===== config.mk =====
export PLATFORM = sky130hd
export DESIGN_NAME = dram_access_ctrl
export DESIGN_NICKNAME = d
export VERILOG_FILES = /design/src/rtl/dram_access_ctrl.sv
export SDC_FILE = /design/constraint.sdc
export NUM_CORES = 1
export LEC_CHECK = 0
export ABC_AREA = 1
export ABC_CLOCK_PERIOD_IN_PS = 3200
export CAP_MARGIN = 20
export CORE_MARGIN = 2
export CORE_UTILIZATION = 48
export DETAILED_ROUTE_END_ITERATION = 10
export PLACE_DENSITY = 0.85
export SYNTH_ARGS = -nofsm -noshare
export SYNTH_HDL_FRONTEND = slang
export SYNTH_SLANG_ARGS = --single-unit

===== constraint.sdc =====
create_clock -name clk -period 3.2 [get_ports clk]
set_input_delay 0.8 -clock clk [delete_from_list [all_inputs] [get_ports clk]]
set_output_delay 0.8 -clock clk [all_outputs]
set_load 0.02 [all_outputs]

===== src/rtl/dram_access_ctrl.sv =====
// dram_access_ctrl: single-port data RAM load/store sequencer with saturating access counters; DRAM_BOUNDS_CHECK_EN enables an address bounds check
module dram_access_ctrl #(
  parameter int ADDR_WIDTH = 9,
  parameter int DATA_WIDTH = 16,
  parameter int MEM_DEPTH  = 32,
  parameter int CNT_WIDTH  = 16
) (
  input  logic                  clk,
  input  logic                  rst,
  input  logic                  req_valid,
  output logic                  req_ready,
  input  logic                  req_write,
  input  logic [ADDR_WIDTH-1:0] req_addr,
  input  logic [DATA_WIDTH-1:0] req_wdata,
  output logic                  resp_valid,
  output logic [DATA_WIDTH-1:0] resp_rdata,
  output logic                  resp_err,
  output logic                  mem_write_en,
  output logic                  mem_read_en,
  output logic [ADDR_WIDTH-1:0] mem_addr,
  output logic [DATA_WIDTH-1:0] mem_wdata,
  input  logic [DATA_WIDTH-1:0] mem_rdata,
  output logic [CNT_WIDTH-1:0]  rd_count,
  output logic [CNT_WIDTH-1:0]  wr_count
);
  typedef enum logic [1:0] {IDLE, ISSUE, WAIT, RESP} state_t;
  state_t state_q, state_d;
  logic req_ready_q, req_ready_d, resp_valid_q, resp_valid_d, resp_err_q, resp_err_d;
  logic mem_write_en_q, mem_write_en_d, mem_read_en_q, mem_read_en_d;
  logic [ADDR_WIDTH-1:0] mem_addr_q, mem_addr_d;
  logic [DATA_WIDTH-1:0] mem_wdata_q, mem_wdata_d, resp_rdata_q, resp_rdata_d;
  logic [CNT_WIDTH-1:0] rd_count_q, rd_count_d, wr_count_q, wr_count_d;
  logic oob;
`ifdef DRAM_BOUNDS_CHECK_EN
  assign oob = {1'b0, req_addr} >= (ADDR_WIDTH+1)'(MEM_DEPTH);
`else
  assign oob = MEM_DEPTH < 0;
`endif
  // next-state and registered-output values; counters bump on entry to RESP
  always_comb begin
    state_d        = state_q;
    mem_addr_d     = mem_addr_q;
    mem_wdata_d    = mem_wdata_q;
    mem_write_en_d = 1'b0;
    mem_read_en_d  = 1'b0;
    resp_valid_d   = 1'b0;
    resp_err_d     = 1'b0;
    resp_rdata_d   = resp_rdata_q;
    rd_count_d     = rd_count_q;
    wr_count_d     = wr_count_q;
    case (state_q)
      IDLE: if (req_valid) begin
        if (oob) begin
          state_d      = RESP;
          resp_valid_d = 1'b1;
          resp_err_d   = 1'b1;
          resp_rdata_d = '0;
        end else begin
          state_d        = ISSUE;
          mem_addr_d     = req_addr;
          mem_wdata_d    = req_wdata;
          mem_write_en_d = req_write;
          mem_read_en_d  = !req_write;
        end
      end
      ISSUE: begin
        state_d      = mem_write_en_q ? RESP : WAIT;
        resp_valid_d = mem_write_en_q;
        wr_count_d   = wr_count_q + CNT_WIDTH'(mem_write_en_q && !(&wr_count_q));
      end
      WAIT: begin
        state_d      = RESP;
        resp_valid_d = 1'b1;
        resp_rdata_d = mem_rdata;
        rd_count_d   = rd_count_q + CNT_WIDTH'(!(&rd_count_q));
      end
      default: state_d = IDLE;
    endcase
    req_ready_d = state_d == IDLE;
  end
  // state and output registers
  always_ff @(posedge clk) begin
    if (rst) begin
      state_q        <= IDLE;
      req_ready_q    <= 1'b1;
      mem_write_en_q <= 1'b0;
      mem_read_en_q  <= 1'b0;
      mem_addr_q     <= '0;
      mem_wdata_q    <= '0;
      resp_valid_q   <= 1'b0;
      resp_err_q     <= 1'b0;
      resp_rdata_q   <= '0;
      rd_count_q     <= '0;
      wr_count_q     <= '0;
    end else begin
      state_q        <= state_d;
      req_ready_q    <= req_ready_d;
      mem_write_en_q <= mem_write_en_d;
      mem_read_en_q  <= mem_read_en_d;
      mem_addr_q     <= mem_addr_d;
      mem_wdata_q    <= mem_wdata_d;
      resp_valid_q   <= resp_valid_d;
      resp_err_q     <= resp_err_d;
      resp_rdata_q   <= resp_rdata_d;
      rd_count_q     <= rd_count_d;
      wr_count_q     <= wr_count_d;
    end
  end
  assign req_ready    = req_ready_q;
  assign mem_write_en = mem_write_en_q;
  assign mem_read_en  = mem_read_en_q;
  assign mem_addr     = mem_addr_q;
  assign mem_wdata    = mem_wdata_q;
  assign resp_valid   = resp_valid_q;
  assign resp_err     = resp_err_q;
  assign resp_rdata   = resp_rdata_q;
  assign rd_count     = rd_count_q;
  assign wr_count     = wr_count_q;
endmodule


Word-level counts from Yosys, hierarchy flattened. Index checks and enable logic that the tools add are counted.

Register bits: 79. Bits in writable memories: 0. Latch bits: 0. Memory bits (read-only): 0. Input bits: 45. Logic and storage cells: 30. Memories: 0.

Eq/ne operators: 2. Multipliers: 0. Add/subtract/negate cells: 2. $lt $le $gt $ge: 0. Bitwise logic cells: 2. Reductions and logical operators: 10. Div/mod/pow operators: 0. Shift-type cells: 0. Mux-type cells: 4.

Operators by type and width (count): $add 16x1->16 (2); $reduce_and 16->1 (2); $pmux 2 s3 (1); $logic_not 2->1 (2); $logic_not 1->1 (3); $reduce_or 3->1 (1); $eq 2x1->1 const B (1); $eq 2x2->1 const B (1); $mux 2 (1); $not 1->1 (2); $pmux 1 s2 (1); $reduce_and 2->1 (1); $logic_and 1x1->1 (1); $mux 1 (1).

Longest topological paths before layout. Gate-level depths: netlist of the first run.

Depth after elaboration: 4. Gate-level depth with buffers: 13. Mapped depth without buffers: 13.

Least setup slack after synthesis of the first run. No wires, ideal clock.

Path type: register to register. Start: register wr_count_q[5] (netlist: wr_count[5]). End: register wr_count_q[6] (netlist: wr_count[6]). Arrival time: 1774 ps. Period minus slack after synthesis: 1901 ps. Slack: 1299 ps. Path buffers: 0. Cell stages (with the launch flop): 13. Cells stage by stage: dfxtp_1 > nand2_1 > nor2_1 > nand2_1 > nor3_1 > nor2_1 > ha_1 > ha_1 > nand3_1 > nor2_1 > nand2_1 > xor2_1 > nor2_1.

Word-level cells in the longest chain between the ends: 4.

Ends and longest elaborated chain: start, declared (line 32) `logic [CNT_WIDTH-1:0] rd_count_q, rd_count_d, wr_count_q, wr_count_d;`; start signal, assigned (line 106) `wr_count_q <= wr_count_d;`; $reduce_and 16->1 (line 69) `wr_count_d = wr_count_q + CNT_WIDTH'(mem_write_en_q && !(&wr_count_q));`; $logic_not 1->1 (line 69); $logic_and 1x1->1 (line 69); $add 16x1->16 (*) (line 69).

Mark *: on every way between the ends. The rest lies on a longest branch, timed or not. A chain may end at the register's enable or synchronous reset.

Worst setup path in the final report of the first run.
Start: register rd_count_q[1] (netlist: rd_count[1]). End: output port rd_count[1].

RTL lines: start, declared (line 32); start signal, assigned (line 105) `rd_count_q <= rd_count_d;`; end, declared (line 23) `output logic [CNT_WIDTH-1:0] rd_count,`.

No word-level cell between the ends.

==> impl_metrics.csv, run 1 <==
group,metric,value,unit
critical_path,crit_family,"buffers and inverters",
route,dr.first_iter.drc_count,170,
critical_path,end_kind,"output pin",
flow_run,drv_cap,0,
clock_tree,postCtsSetupRepairBufs,0,
critical_path,critPathLaunchType,"register",
critical_path,critPathSlowestCell,"clkdlybuf4s50_1",
floorplanning,die_h,87.6,um
timing,report.final.slew_viol_count,0,
pwr,ir_drop,0.000436,V
timing,setup_slack,0.919,ns
floorplanning,coreArea,6760,um^2
route,remaining_drc_errors,0,
critical_path,cp_max_fo,7,
grt,gr-total-overflow,0,
clock_tree,clkTransAtPathRegs,0.08,ns
route,wirelength,8640,um
layout,layout_commonest_cell,"nor2_1",
timing,fin_tns_setup,0,ns
synthesis,syn-num-nets,506,
pwr,p_total,3630,uW
timing,skew,0.00418,ns
place,placed_cell_area,4620,um^2
layout,fin_util,72.0,%
layout,fin_area,4870,um^2
critical_path,critPathMaxStageDelay,0.67,ns
layout,drive_gt1_share,6.79,%
route,drt_first_pass_iters,4,
timing,fmax,438,MHz
timing,setup_viol,0,
grt,grt_util_all_layers,23.4,%
critical_path,crit_buf_inv,1,
clock_tree,max-clock-path-buffers,2,
route,wl_per_cell,13.2,um
synthesis,ys_seq_area_share,47.2,%
pwr,leakagePower,0.00186,uW
grt,grt_pass1_wl,14200,um
route,ant_nets,0,
place,port_buffers,121,
layout,n_antenna_cell,0,
floorplanning,pin_count,123,
route,vias,3320,
clock_tree,clk_latency,0.35,ns
grt,grt_pass1_vias,3101,
floorplanning,die_x,87.6,um
synthesis,avgSynthCellArea,7.43,um^2
timing,final.period_utilization,71.3,%
timing,period_minus_slack,2.28,ns
clock_tree,numCtsBuffers,9,
floorplanning,initial_utilization,49.6,%
grt,grt_max_degree,42,
min_path,min_path_type,"reg -> reg",
place,dp_slack,1.00,ns
critical_path,cp.arrival,1.48,ns
pwr,powerDensity,746,nW/um^2
layout,final_net_count,625,
synthesis,ys_warn_count,0,
place,post-dp-hpwl,6090,um
layout,fill_cells,526,
outcome,status,"finished clean",
synthesis,synthesis.area,3350,um^2
clock_tree,ctsResizeCount,0,
critical_path,crit_chain,"clkdlybuf4s50_1",
clock_tree,clock-sinks,79,
layout,layout_common_cells,"138 x nor2_1, 121 x clkdlybuf4s50_1, 79 x dfxtp_1",
critical_path,required,2.40,ns
layout,area_growth,45.3,%
synthesis,synth-seq-cells,79,
route,vias_per_cell,5.08,
synthesis,syn_inst,451,
timing,rsz0062_at_grt,"no",
clock_tree,ctsHoldBuffers,0,
clock_tree,clockRootBuffer,"clkbuf_8",
place,place.gp.congestion,0.872,
synthesis,synth.distinct_cells,30,
clock_tree,cts_tree,"built",
clock_tree,h-tree-depth,3,
floorplanning,rows,30,
floorplanning,fp.dieArea,7670,um^2
grt,antenna_found_initial,0,
timing,hold_violations,0,
critical_path,path_class,"reg -> out",
Yosys cell counts, drive strengths merged:
cell	count	area [um^2]
clkbuf	8	30.0
buf	9	52.6
o21ai	53	265
a21oi	13	65.1
and3	2	12.5
inv	26	97.6
dfxtp	79	1580
o21bai	1	7.51
conb	1	3.75
xor2	6	52.6
nand4	4	25.0
nand3	22	125
o21a	1	7.51
nand2	57	221
nor2	148	611
a31oi	1	6.26
nor3b	1	7.51
nor3	8	45.0
ha	10	125
xnor2	1	8.76
registers in the layout, indices dropped and copies added (netlist names):
signal,count
req_ready,1
resp_rdata,16
rd_count,16
mem_read_en,1
mem_write_en,1
resp_valid,1
state_q,2
wr_count,16
mem_wdata,16
mem_addr,9
cells by family after synthesis:
family / count (synthesis) / synth area share (%)
AND/OR/NAND/NOR: 242 / 31.3
AO/OA/AOI/OAI: 69 / 10.5
XOR/XNOR: 7 / 1.83
adder cells (fa/ha/maj): 10 / 3.73
flip-flops: 79 / 47.2
buffers and inverters: 43 / 5.38
other: 1 / 0.112
layer usage:
metal / share of wire, % / up-vias / GRT usage [%]
li1: - / 1674 / -
met5: 0 / - / 0
met1: 44 / 1526 / 30.2
met4: 1.7 / 0 / 8.67
met2: 47 / 106 / 37.0
met3: 7.4 / 14 / 7.35
power breakdown:
group	switching (uW)	leakage, uW	internal (uW)
Combinational	775	0.00109	588
Sequential	142	0.000646	1210
Clock	353	0.000123	557
Total	1270	0.00186	2360
metrics by stage:
| stage | hold slack [ns] | instances |
|---|---|---|
| 2_1_floorplan | 0.557 | 451 |
| 3_3_place_gp | 0.462 | 639 |
| 3_5_place_dp | 0.471 | 639 |
| 4_1_cts | 0.488 | 654 |
| 5_1_grt | 0.510 | 654 |
| 6_report | 0.487 | 654 |
path summary, 6_finish.rpt:
path | from | to | slack [ns] | cells after the start
max | rd_count[1] | rd_count[1] | 0.92 | 1
min | mem_addr[6] | mem_addr[6] | 0.49 | 2
max reg2reg | wr_count[5] | wr_count[6] | 1.16 | 12
min reg2reg | mem_addr[6] | mem_addr[6] | 0.49 | 2
cell type report:
| type | instances | area [um^2] | area share [%] |
|---|---|---|---|
| inverters | 26 | 97.6 | 2.01 |
| multi-input cells | 329 | 1590 | 32.6 |
| repair buffers | 125 | 1250 | 25.8 |
| well taps | 80 | 100 | 2.06 |
| clock inverters | 3 | 90.1 | 1.85 |
| clock buffers | 12 | 155 | 3.19 |
| flip-flops and latches | 79 | 1580 | 32.5 |
No activity file was read; power rests on OpenSTA's default activity.
==> run 2, diff against run 1 <==
Settings changed: ABC_CLOCK_PERIOD_IN_PS 3200 to 1900, CORE_UTILIZATION 48 to 40, PLACE_DENSITY 0.85 to 0.76.
Clock period 3.2 ns to 1.9 ns, I/O delays scaled along.
==> run 2 against run 1 <==
Net effect:
- global-route usage down 2.6 points
- hold slack about the same
- register-to-register slack worse by 1.0 ns
- first-iteration DRC count down 65%
- via count up 1.8%
- critical path type unchanged
- largest power group is now combinational cells
==> impl_metrics.csv, run 2 (synthesized netlist as in run 1, its figures left out) <==
group,metric,value,unit
critical_path,crit_start,"rd_count[15]",
clock_tree,max-clock-path-buffers,2,
pwr,leakagePower,0.00222,uW
critical_path,cp_max_fo,4,
flow_run,drv_cap,0,
place,post-dp-hpwl,6560,um
timing,fin_tns_setup,0,ns
timing,skew,0.0133,ns
critical_path,critPathSlowestCell,"clkdlybuf4s50_1",
min_path,hold-path-cell-count,1,
timing,fmax,550,MHz
critical_path,critPathMaxStageDelay,0.63,ns
critical_path,required,1.42,ns
critical_path,path_class,"reg -> out",
clock_tree,ctsHoldBuffers,0,
pwr,p_total,5840,uW
grt,antenna_found_initial,0,
critical_path,cp_num_cells,1,
layout,seqCellArea,1590,um^2
critical_path,critPathLaunchType,"register",
grt,grt_max_degree,33,
min_path,min_path_type,"reg -> reg",
critical_path,crit_family,"buffers and inverters",
route,wirelength,9150,um
clock_tree,h-tree-depth,3,
clock_tree,clockRootBuffer,"clkbuf_8",
critical_path,crit_chain,"clkdlybuf4s50_1",
timing,setup_slack,0.0803,ns
route,ant_nets,0,
critical_path,cp.arrival,1.34,ns
layout,area_growth,51.9,%
pwr,ir_drop,0.000647,V
pwr,powerDensity,1150,nW/um^2
critical_path,r2r-start,"wr_count[9]",
route,drt_first_pass_iters,4,
clock_tree,numCtsBuffers,9,
floorplanning,coreArea,8180,um^2
floorplanning,die_h,95.5,um
route,vias,3381,
grt,grt_pass1_wl,15000,um
clock_tree,clk_latency,0.35,ns
critical_path,reg2reg_slack,0.11,ns
route,remaining_drc_errors,0,
layout,multi_input_area,1620,um^2
grt,grt_util_all_layers,20.8,%
route,wl_per_cell,13.0,um
critical_path,reg2regPathDepth,12,
timing,hold_violations,0,
layout,drive_gt1_share,13.6,%
layout,layout_common_cells,"132 x nor2_1, 98 x clkdlybuf4s50_1, 71 x dfxtp_1",
grt,grt_pass1_vias,3332,
place,port_buffers,121,
timing,setup_viol,0,
critical_path,crit_buf_inv,1,
grt,gr-total-overflow,0,
clock_tree,clock-sinks,79,
route,dr.first_iter.drc_count,59,
layout,n_antenna_cell,0,
floorplanning,rows,33,
layout,fin_util,62.2,%
timing,report.final.slew_viol_count,0,
floorplanning,pin_count,123,
timing,period_minus_slack,1.82,ns
critical_path,r2r-end,"wr_count[6]",
clock_tree,cts_tree,"built",
timing,hold_slack,0.486,ns
place,dp_slack,0.0821,ns
layout,layout_commonest_cell,"nor2_1",
floorplanning,die_x,95.5,um
timing,rsz0062_at_grt,"yes",
critical_path,endpoint,"rd_count[15]",
critical_path,end_kind,"output pin",
clock_tree,clkTransAtPathRegs,0.08,ns
floorplanning,fp.dieArea,9130,um^2
layout,fill_cells,721,
floorplanning,initial_utilization,41.0,%
outcome,status,"finished clean",
route,vias_per_cell,4.79,
place,place.gp.congestion,0.853,
layout,final_net_count,651,
timing,final.period_utilization,95.8,%
-- run 2: cell count changes in the layout (fill, tap and decap cells not counted), sizes merged --
cell / previous run / this run
buf: 4 / 30
clkinv: 0 / 2
clkinvlp: 0 / 2
bufinv: 3 / 1
dlymetal6s2s: 0 / 11
clkbuf: 12 / 11
dlygate4sd2: 0 / 12
clkdlybuf4s50: 121 / 98
-- run 2: repair_timing --
action,CTS,global route
resized for setup,12,27
setup buffers,0,0
endpoints found under the setup margin,12,22
endpoints found under the hold margin,0,0
-- run 2: per-stage QoR --
step | cell area, um^2 | cells
4_1_cts | 5020 | 706
2_1_floorplan | 3350 | 451
3_3_place_gp | 4850 | 690
5_1_grt | 5090 | 706
3_5_place_dp | 4850 | 690
6_report | 5090 | 706
-- run 2: report_power, final --
group          total, uW  switching, uW  internal, uW  leakage (uW)
Clock               1220            614           609     0.0000895
Combinational       2360           1340          1030       0.00148
Sequential          2250            208          2050      0.000650
Total               5840           2160          3680       0.00222
-- run 2: final cells by class --
class / count / share of cell area (%)
multi-input combinational: 329 / 31.8
sequential: 79 / 31.3
timing repair buffer: 151 / 28.7
clock buffer: 11 / 2.58
tap: 105 / 2.58
inverter: 26 / 1.92
clock inverter: 5 / 1.16
-- run 2: metal layers --
metal	GRT usage, %	share of wire [%]
met5	0	0
met4	5.83	0.93
met3	6.17	6.9
met2	36.0	48
met1	25.0	44
-- run 2: how the worst min path moves through the flow --
stage,start,endpoint,slack [ns]
after floorplan,wr_count[5],wr_count[5],0.51
after global placement,mem_wdata[8],mem_wdata[8],0.46
after detailed placement,mem_addr[5],mem_addr[5],0.47
after CTS,mem_addr[2],mem_addr[2],0.49
after global routing,rd_count[3],rd_count[3],0.49
final,rd_count[3],rd_count[3],0.49
==> run 3, diff against run 2 <==
==> constraint.sdc (replaced) <==
create_clock -name clk -period 1.9 [get_ports clk]
set_input_delay 0.57 -clock clk [delete_from_list [all_inputs] [get_ports clk]]
set_output_delay 0.57 -clock clk [all_outputs]
set_load 0.02 [all_outputs]
==> run 3 against run 2 <==
Net effect:
- non-clock buffer count grew 6
- utilization grew 1.3 points
- combinational power is essentially flat
- wire length grew 0.98%
- sequential share of layout area shrank 0.64 points
- via count grew 0.77%
- hold slack lost 0.0044 ns
- final area grew 2.0%
- global-route usage shrank 0.48 points
- flip-flop and latch count is the same
- clock skew shrank 0.0072 ns
- sequential power is essentially flat
- critical path type is now reg -> reg
- critical endpoint is now wr_count[6]
- largest cell class unchanged
==> impl_metrics.csv, run 3 (synthesized netlist as in run 1, its figures left out) <==
group,metric,value,unit
timing,skew,0.00611,ns
route,wl_per_cell,13.0,um
clock_tree,clock-sinks,79,
pwr,swShare,35.8,%
clock_tree,clk_latency,0.34,ns
route,remaining_drc_errors,0,
route,drt_first_pass_iters,4,
place,dp_cells,694,
layout,area_growth,54.9,%
floorplanning,die_h,95.5,um
route,dr.first_iter.drc_count,111,
layout,final_net_count,657,
route,ant_nets,0,
layout,n_antenna_cell,0,
route,vias_per_cell,4.80,
clock_tree,numCtsBuffers,9,
timing,final.period_utilization,98.3,%
critical_path,end_kind,"register",
layout,multi_input_area,1640,um^2
floorplanning,die_x,95.5,um
floorplanning,rows,33,
grt,grt_pass1_wl,14600,um
pwr,ir_drop,0.000751,V
pwr,powerDensity,1140,nW/um^2
timing,period_minus_slack,1.87,ns
layout,fin_cells,710,
min_path,min_path_type,"reg -> reg",
timing,setup_viol,0,
clock_tree,clockRootBuffer,"clkbuf_8",
route,vias,3407,
clock_tree,max-clock-path-buffers,2,
grt,grt_max_degree,33,
route,wirelength,9240,um
layout,layout_commonest_cell,"nor2_1",
outcome,status,"finished clean",
layout,fin_util,63.5,%
clock_tree,cts_tree,"built",
floorplanning,pin_count,123,
critical_path,cp.arrival,2.11,ns
timing,fmax,535,MHz
pwr,leakagePower,0.00247,uW
pwr,p_comb_share,39.4,%
timing,hold_violations,0,
layout,seqCellArea,1590,um^2
floorplanning,fp.dieArea,9130,um^2
critical_path,critPathLaunchType,"register",
place,place.gp.congestion,0.815,
pwr,p_int,3810,uW
timing,hold_slack,0.482,ns
critical_path,required,2.14,ns
pwr,pwr-share-clk,22.7,%
place,post-dp-hpwl,6600,um
pwr,switching_power,2120,uW
grt,antenna_found_initial,0,
place,dp_slack,0.000863,ns
timing,setup_slack,0.0324,ns
timing,report.final.slew_viol_count,0,
grt,gr-total-overflow,0,
pwr,pwr-share-seq,37.9,%
grt,grt_util_all_layers,20.3,%
critical_path,cp_max_fo,4,
flow_run,drv_cap,0,
critical_path,reg2reg_slack,0.03,ns
layout,fill_cells,746,
clock_tree,ctsHoldBuffers,0,
place,port_buffers,121,
clock_tree,h-tree-depth,3,
timing,fin_tns_setup,0,ns
layout,layout_common_cells,"133 x nor2_1, 72 x clkdlybuf4s50_1, 72 x dfxtp_1",
clock_tree,clkTransAtPathRegs,0.08,ns
grt,grt_pass1_vias,3240,
critical_path,path_class,"reg -> reg",
layout,drive_gt1_share,14.9,%
floorplanning,coreArea,8180,um^2
floorplanning,initial_utilization,41.0,%
-- run 3: cell count changes in the layout (fill, tap and decap cells not counted), moves of 2 or more --
cell,delta
dlymetal6s2s_1,+9
dlygate4sd2_1,+17
nand3_1,-2
buf_4,+5
clkinvlp_4,-2
nor2_2,-3
nand2_1,-2
nand2_2,+2
clkdlybuf4s50_1,-26
nor2_4,+2
nand3_2,+2
-- run 3: what timing repair did --
action | in CTS | in global routing
setup buffers | 0 | 2
resized for setup | 31 | 40
setup endpoints to repair | 31 | 28
pin swaps | 0 | 4
-- run 3: stage by stage --
| step | power [uW] | area [um^2] |
|---|---|---|
| floorplan | 3590 | 3350 |
| global placement | 4620 | 4890 |
| detailed placement | 4690 | 4890 |
| CTS | 6010 | 5070 |
| global route | 6300 | 5190 |
| finish | 5930 | 5190 |
-- run 3: path summary, 6_finish.rpt --
kind	start	depth (start not counted)	end
setup / recovery	wr_count[2]	10	wr_count[6]
hold / removal	mem_addr[3]	2	mem_addr[3]
setup reg to reg	wr_count[2]	10	wr_count[6]
hold reg to reg	mem_addr[3]	2	mem_addr[3]
-- run 3: critical path: stages (launching register included) --
cell and delay (ns):
dfxtp_1 0.32, nand2_1 0.21, nor3_2 0.09, nor2_1 0.12, ha_2 0.23, ha_2 0.18
nand3_2 0.10, nor2_4 0.16, nand2_1 0.10, xor2_1 0.19, nor2_1 0.05
-- run 3: power by group through the flow --
| stage | combinational [uW] | clock, uW | sequential [uW] |
|---|---|---|---|
| after floorplan | 855 | 0 | 2730 |
| after global placement | 2340 | 0 | 2280 |
| after detailed placement | 2390 | 0 | 2290 |
| after CTS | 2380 | 1370 | 2260 |
| after global routing | 2550 | 1450 | 2300 |
| final | 2340 | 1350 | 2250 |
-- run 3: cell type report --
cell class,instances,area share (%)
Multi-Input combinational cell,329,31.6
Sequential cell,79,30.6
Timing Repair Buffer,157,29.3
Clock buffer,11,2.72
Tap cell,105,2.53
Inverter,26,1.88
Clock inverter,3,1.33
-- run 3: per-layer routing --
layer	wire length [um]	part of all wire [%]	track usage [%]	vias to the layer above
met5	0	0	0	-
met4	82	0.89	7.38	0
met3	660	7.1	4.58	8
met2	4500	49	35.6	110
met1	4000	43	24.2	1552
li1	-	-	-	1737
